===== config.mk =====
export PLATFORM = sky130hd
export DESIGN_NAME = uart_rx
export DESIGN_NICKNAME = d
export VERILOG_FILES = /design/src/rtl/uart_pkg.sv /design/src/rtl/bit_synchronizer.sv /design/src/rtl/uart_rx.sv
export SDC_FILE = /design/constraint.sdc
export NUM_CORES = 1
export LEC_CHECK = 0
export ABC_AREA = 1
export ABC_CLOCK_PERIOD_IN_PS = 2250
export BUFFER_PORTS_ARGS = -buffer_cell sky130_fd_sc_hd__buf_2
export CAP_MARGIN = 5
export CORE_UTILIZATION = 58
export CTS_CLUSTER_DIAMETER = 40
export DETAILED_ROUTE_END_ITERATION = 6
export PLACE_DENSITY_LB_ADDON = 0.12
export SLEW_MARGIN = 20
export SYNTH_ARGS = -nofsm -noshare
export SYNTH_HDL_FRONTEND = slang
export SYNTH_SLANG_ARGS = --single-unit

===== constraint.sdc =====
create_clock -name sysclk_in -period 2.25 [get_ports sysclk_in]
set_clock_uncertainty 0.15 [all_clocks]
set_input_delay 0 -clock sysclk_in [delete_from_list [all_inputs] [get_ports sysclk_in]]
set_output_delay 0 -clock sysclk_in [all_outputs]
set_load 0.01 [all_outputs]

===== src/rtl/uart_pkg.sv =====
// Shared UART types: receiver state encoding, parity modes and parity helper.
package uart_pkg;

    typedef enum logic [2:0] {
        IDLE,
        START,
        DATA,
        PARITY,
        STOP,
        BREAK
    } rx_state_t;

    localparam int PAR_NONE      = 0;
    localparam int PAR_EVEN      = 1;
    localparam int PAR_ODD       = 2;
    localparam int MAX_DATA_BITS = 9;

    // Expected parity bit for a word; narrower words are zero-extended, which leaves the XOR unchanged.
    function automatic logic parity_bit(input logic [MAX_DATA_BITS-1:0] data, input int mode);
        return (mode == PAR_ODD) ? ~(^data) : ^data;
    endfunction

endpackage


===== src/rtl/bit_synchronizer.sv =====
// Multi-flop synchronizer for a single asynchronous bit; flops reset to 1 (idle level).
module bit_synchronizer #(
    parameter int STAGES = 2
) (
    input  logic sysclk,
    input  logic nrst,
    input  logic din,
    output logic dout
);

    logic [STAGES-1:0] sync_q;

    always_ff @(posedge sysclk or negedge nrst) begin
        if (!nrst) sync_q <= '1;
        else       sync_q <= {sync_q[STAGES-2:0], din};
    end

    assign dout = sync_q[STAGES-1];

endmodule


===== src/rtl/uart_rx.sv =====
// Oversampling UART receiver: start/data/parity/stop framing on the sysclk domain,
// timed by ticks recovered from the baud generator's divided clock.
module uart_rx
    import uart_pkg::*;
#(
    parameter int OVERSAMPLING = 8,
    parameter int DATA_BITS    = 8,
    parameter int PARITY_MODE  = 0,
    parameter int SYNC_STAGES  = 2
) (
    input  logic                 sysclk_in,
    input  logic                 nrst_in,
    input  logic                 divclk_in,
    input  logic                 rx_serial_in,
    output logic [DATA_BITS-1:0] rx_data_out,
    output logic                 rx_done_out,
    output logic                 rx_busy_out,
    output logic                 rx_frame_err_out,
    output logic                 rx_parity_err_out
);

    localparam int TW = $clog2(OVERSAMPLING);
    localparam int BW = $clog2(DATA_BITS);
    localparam logic [TW-1:0] TICK_MID  = TW'(OVERSAMPLING/2 - 1);
    localparam logic [TW-1:0] TICK_LAST = TW'(OVERSAMPLING - 1);
    localparam logic [BW-1:0] BIT_LAST  = BW'(DATA_BITS - 1);

    logic                 rxs, rxs_d;
    logic                 divs, divs_d;
    logic                 tick;
    rx_state_t            state, state_nxt;
    logic [TW-1:0]        tick_cnt, tick_cnt_nxt;
    logic [BW-1:0]        bit_cnt, bit_cnt_nxt;
    logic [DATA_BITS-1:0] shreg;
    logic                 par_err;
    logic                 sample_data, sample_par, sample_stop;

    bit_synchronizer #(.STAGES(SYNC_STAGES)) u_sync_rx (
        .sysclk (sysclk_in),
        .nrst   (nrst_in),
        .din    (rx_serial_in),
        .dout   (rxs)
    );

    bit_synchronizer #(.STAGES(2)) u_sync_div (
        .sysclk (sysclk_in),
        .nrst   (nrst_in),
        .din    (divclk_in),
        .dout   (divs)
    );

    assign tick        = divs & ~divs_d;
    assign rx_busy_out = (state != IDLE);

    always_ff @(posedge sysclk_in or negedge nrst_in) begin
        if (!nrst_in) begin
            state    <= IDLE;
            tick_cnt <= '0;
            bit_cnt  <= '0;
        end else begin
            state    <= state_nxt;
            tick_cnt <= tick_cnt_nxt;
            bit_cnt  <= bit_cnt_nxt;
        end
    end

    always_comb begin
        state_nxt    = state;
        tick_cnt_nxt = tick_cnt;
        bit_cnt_nxt  = bit_cnt;
        sample_data  = 1'b0;
        sample_par   = 1'b0;
        sample_stop  = 1'b0;
        case (state)
            IDLE: if (rxs_d && !rxs) state_nxt = START;
            START: if (tick) begin
                if (tick_cnt == TICK_MID) state_nxt = rxs ? IDLE : DATA;
                else                      tick_cnt_nxt = tick_cnt + 1'b1;
            end
            DATA: if (tick) begin
                if (tick_cnt == TICK_LAST) begin
                    sample_data  = 1'b1;
                    tick_cnt_nxt = '0;
                    if (bit_cnt == BIT_LAST) state_nxt = (PARITY_MODE != PAR_NONE) ? PARITY : STOP;
                    else                     bit_cnt_nxt = bit_cnt + 1'b1;
                end else begin
                    tick_cnt_nxt = tick_cnt + 1'b1;
                end
            end
            PARITY: if (tick) begin
                if (tick_cnt == TICK_LAST) begin
                    sample_par = 1'b1;
                    state_nxt  = STOP;
                end else begin
                    tick_cnt_nxt = tick_cnt + 1'b1;
                end
            end
            STOP: if (tick) begin
                // Leaving at mid-stop lets IDLE see a start edge that follows immediately.
                if (tick_cnt == TICK_LAST) begin
                    sample_stop = 1'b1;
                    state_nxt   = rxs ? IDLE : BREAK;
                end else begin
                    tick_cnt_nxt = tick_cnt + 1'b1;
                end
            end
            BREAK: if (rxs) state_nxt = IDLE;
            default: state_nxt = IDLE;
        endcase
        if (state_nxt != state) begin
            tick_cnt_nxt = '0;
            bit_cnt_nxt  = '0;
        end
    end

    always_ff @(posedge sysclk_in or negedge nrst_in) begin
        if (!nrst_in) begin
            rxs_d             <= 1'b1;
            divs_d            <= 1'b1;
            shreg             <= '0;
            par_err           <= 1'b0;
            rx_data_out       <= '0;
            rx_done_out       <= 1'b0;
            rx_frame_err_out  <= 1'b0;
            rx_parity_err_out <= 1'b0;
        end else begin
            rxs_d       <= rxs;
            divs_d      <= divs;
            rx_done_out <= sample_stop;
            if (sample_data) shreg <= {rxs, shreg[DATA_BITS-1:1]};
            if (sample_par)  par_err <= rxs ^ parity_bit(MAX_DATA_BITS'(shreg), PARITY_MODE);
            if (sample_stop) begin
                rx_data_out       <= shreg;
                rx_frame_err_out  <= ~rxs;
                rx_parity_err_out <= par_err;
            end
        end
    end

endmodule


==> metrics.yaml <==
outcome:
  status: "complete, but fails checks"
  violations: "design-rule violations"
routing:
  route.vias.total: 1368
  first_iter_violations: 80
  ant_nets: 0
  wl_per_cell_um: 11.8
  firstDrtPassIters: 6
  drt-total-wl_um: 3160
  drc: 1
  vias_per_cell: 5.10
worst_setup_path:
  path_buf_inv: 0
  cp_slowest_stage_delay_ns: 0.41
  slowest_stage: "dfrtp_1"
  worstPathRequired_ns: 2.36
  worst_path_most_repeated_cell: "ha_1"
  path_delay_family: "simple AND/OR/NAND/NOR gates"
  end_kind: "flip-flop"
  crit_fanout: 6
  cp.arrival_ns: 2.01
  path_class: "reg2reg"
  cp-start-kind: "flip-flop"
  crit_chain: "ha_1 > ha_1 > nand3_4 > nor2_4 > nand2_4 > nand2_2 > o21ai_1 > nand3_2 > nor2_1"
pwr:
  internal_power_mw: 1.09
  pwr-share-clk: 0.287
  p_per_area_nw_per_um2: 805
  power_mw: 1.63
  swShare: 0.330
  power_frac_seq: 0.448
  p_sw_mw: 0.537
  ir_worst_vdd_v: 0.000584
  p_comb_frac: 0.265
  p_leak_nw: 1.10
cts:
  cts-root-buf: "clkbuf_4"
  htree_levels: 2
  cts.sinks: 35
  cts_resized: 0
  cts_made_buffers: 5
  clk_latency_ns: 0.33
  cts_buffer_depth: 2
  clkTransAtPathRegs_ns: 0.11
  cts_tree: "built"
floorplanning:
  start_util: 0.631
  die-area_um2: 3330
  io_pins: 16
  rows: 19
  die_w_um: 57.7
  die_h_um: 57.7
  core_um2: 2850
layout:
  antenna_cells: 0
  final_common_cell: "nand2_1"
  finalInstanceArea_um2: 2020
  final_cell_mix: "nand2_1, dfrtp_1, inv_1"
  area_delta_synth_final_pct: 12.3
  drive_gt1_frac: 0.232
  layout.cells.non_filler: 268
  final_core_util: 0.708
  final_net_count: 246
yosys:
  syn_avg_cell_area_um2: 8.49
  synth-seq-area-share: 0.491
  synth_edf_count: 0
  synth.net_count: 222
  synth_area_um2: 1800
  ys.flop_type: "dfrtp_1"
  yosys.area.top_type: "dfrtp_1"
  synth.distinct_cells: 25
  yosysTopAreaCellShare: 0.403
  synthTopCellsByArea: "dfrtp_1, nand2_1, dfstp_2"
  synth_cells: 212
  ys_ff_latch: 35
  yosysWarnings: 0
  async_flop_share: 1.00
hold_path:
  min_path_type: "in2async"
placement:
  placedCellCount: 257
  place_hpwl_um: 2350
  dp_slack_ns: 0.351
  io_buffers: 15
  place_area_um2: 1900
  place_congestion: 0.822
sta:
  fmax_mhz: 526
  hold_slack_ns: 0.118
  rsz0062_at_grt: "no"
  maxSlewHeadroom: 0.493
  final_hold_viol_count: 0
  slew_viol_final: 0
  worst_slack_ns: 0.350
  fin_crit_ns: 1.90
  setup_viol: 0
  worst_slew_pin_slew_ns: 0.760
  tns_ns: 0
  fin_crit_sh: 0.844
global_routing:
  antenna_found_initial: 0
  grt_pass1_vias: 1352
  grt_max_degree: 36
  grt_first_pass_wirelength_um: 5640
  grt_overflow: 0
  grt_use_total: 0.225
job:
  cap_viol_max_count: 0
==> layer usage <==
layer  track usage  share of wire  vias up
met4        0.0578          0.011        0
met2         0.392           0.50       29
met1         0.273           0.43      627
li1              -              -      707
met3        0.0692          0.055        5
met5             0              0        -
==> state kept, by name, summed over array words and instances (netlist names), 2 cells and up <==
register / flops
u_sync_rx.sync_q: 2
rx_data_out: 8
state: 3
bit_cnt: 3
tick_cnt: 3
shreg: 8
u_sync_div.sync_q: 2
==> Yosys cell counts, types with 3 or more instances <==
cell	n
nand4_1	3
inv_1	25
xnor2_1	3
dfrtp_1	29
inv_2	3
nor2_1	14
nor2_2	3
xor2_1	3
dfstp_2	6
nor2_4	4
nand2_2	3
ha_1	6
nand3_1	12
nand2_1	70
nand3_2	3
o21ai_0	11
o21ai_2	6
==> path summary, 6_finish.rpt <==
check | start | to | slack (ns) | cells after the start
worst max register to register | tick_cnt[0] | bit_cnt[0] | 0.35 | 9
worst min register to register | u_sync_div.sync_q[0] | u_sync_div.sync_q[1] | 0.21 | 0
max in group asynchronous | nrst_in | bit_cnt[0] | 1.35 | 2
min in group sysclk_in | divclk_in | u_sync_div.sync_q[0] | 0.16 | 2
worst min-delay path | nrst_in | rx_data_out[2] | 0.12 | 2
worst max-delay path | tick_cnt[0] | bit_cnt[0] | 0.35 | 9
==> cell families (layout without fill, tap and decap cells) <==
logic type | after synthesis | after routing | synth area share
and+or+nand+nor | 115 | 115 | 0.302
DFF | 35 | 35 | 0.491
xor gates and xnor gates | 6 | 6 | 0.0292
AOI/OAI and AO/OA | 19 | 19 | 0.0654
buffers and inverters | 31 | 56 | 0.0709
adders and majority gates | 6 | 6 | 0.0417
==> final cells by class <==
cell class,count,area (um2)
inverters,29,111
clock buffers,6,51.3
fillers,230,832
well taps,31,38.8
repair buffers,19,113
multi-input cells,146,788
clock inverters,2,35.0
flip-flops and latches,35,883
==> power by group through the flow <==
stage	clock, mW	sequential, mW	combinational [mW]
6_report	0.467	0.729	0.431
5_1_grt	0.495	0.737	0.498
4_1_cts	0.483	0.730	0.433
3_5_place_dp	0	0.741	0.419
3_3_place_gp	0	0.737	0.403
2_1_floorplan	0	0.731	0.326
==> worst reg2reg max path, cell delays in order, from the launching register on <==
cell and delay, ns:
dfrtp_1 0.41, ha_1 0.24, ha_1 0.24, nand3_4 0.15
nor2_4 0.08, nand2_4 0.07, nand2_2 0.04, o21ai_1 0.16
nand3_2 0.17, nor2_1 0.13
==> repair_timing <==
action / in CTS / in global routing
buffers inserted: 0 / 0
hold buffers: 3 / 0
endpoints found under the setup margin: 0 / 0
hold endpoints to repair: 32 / 0
(Power assumes the default switching activity.)
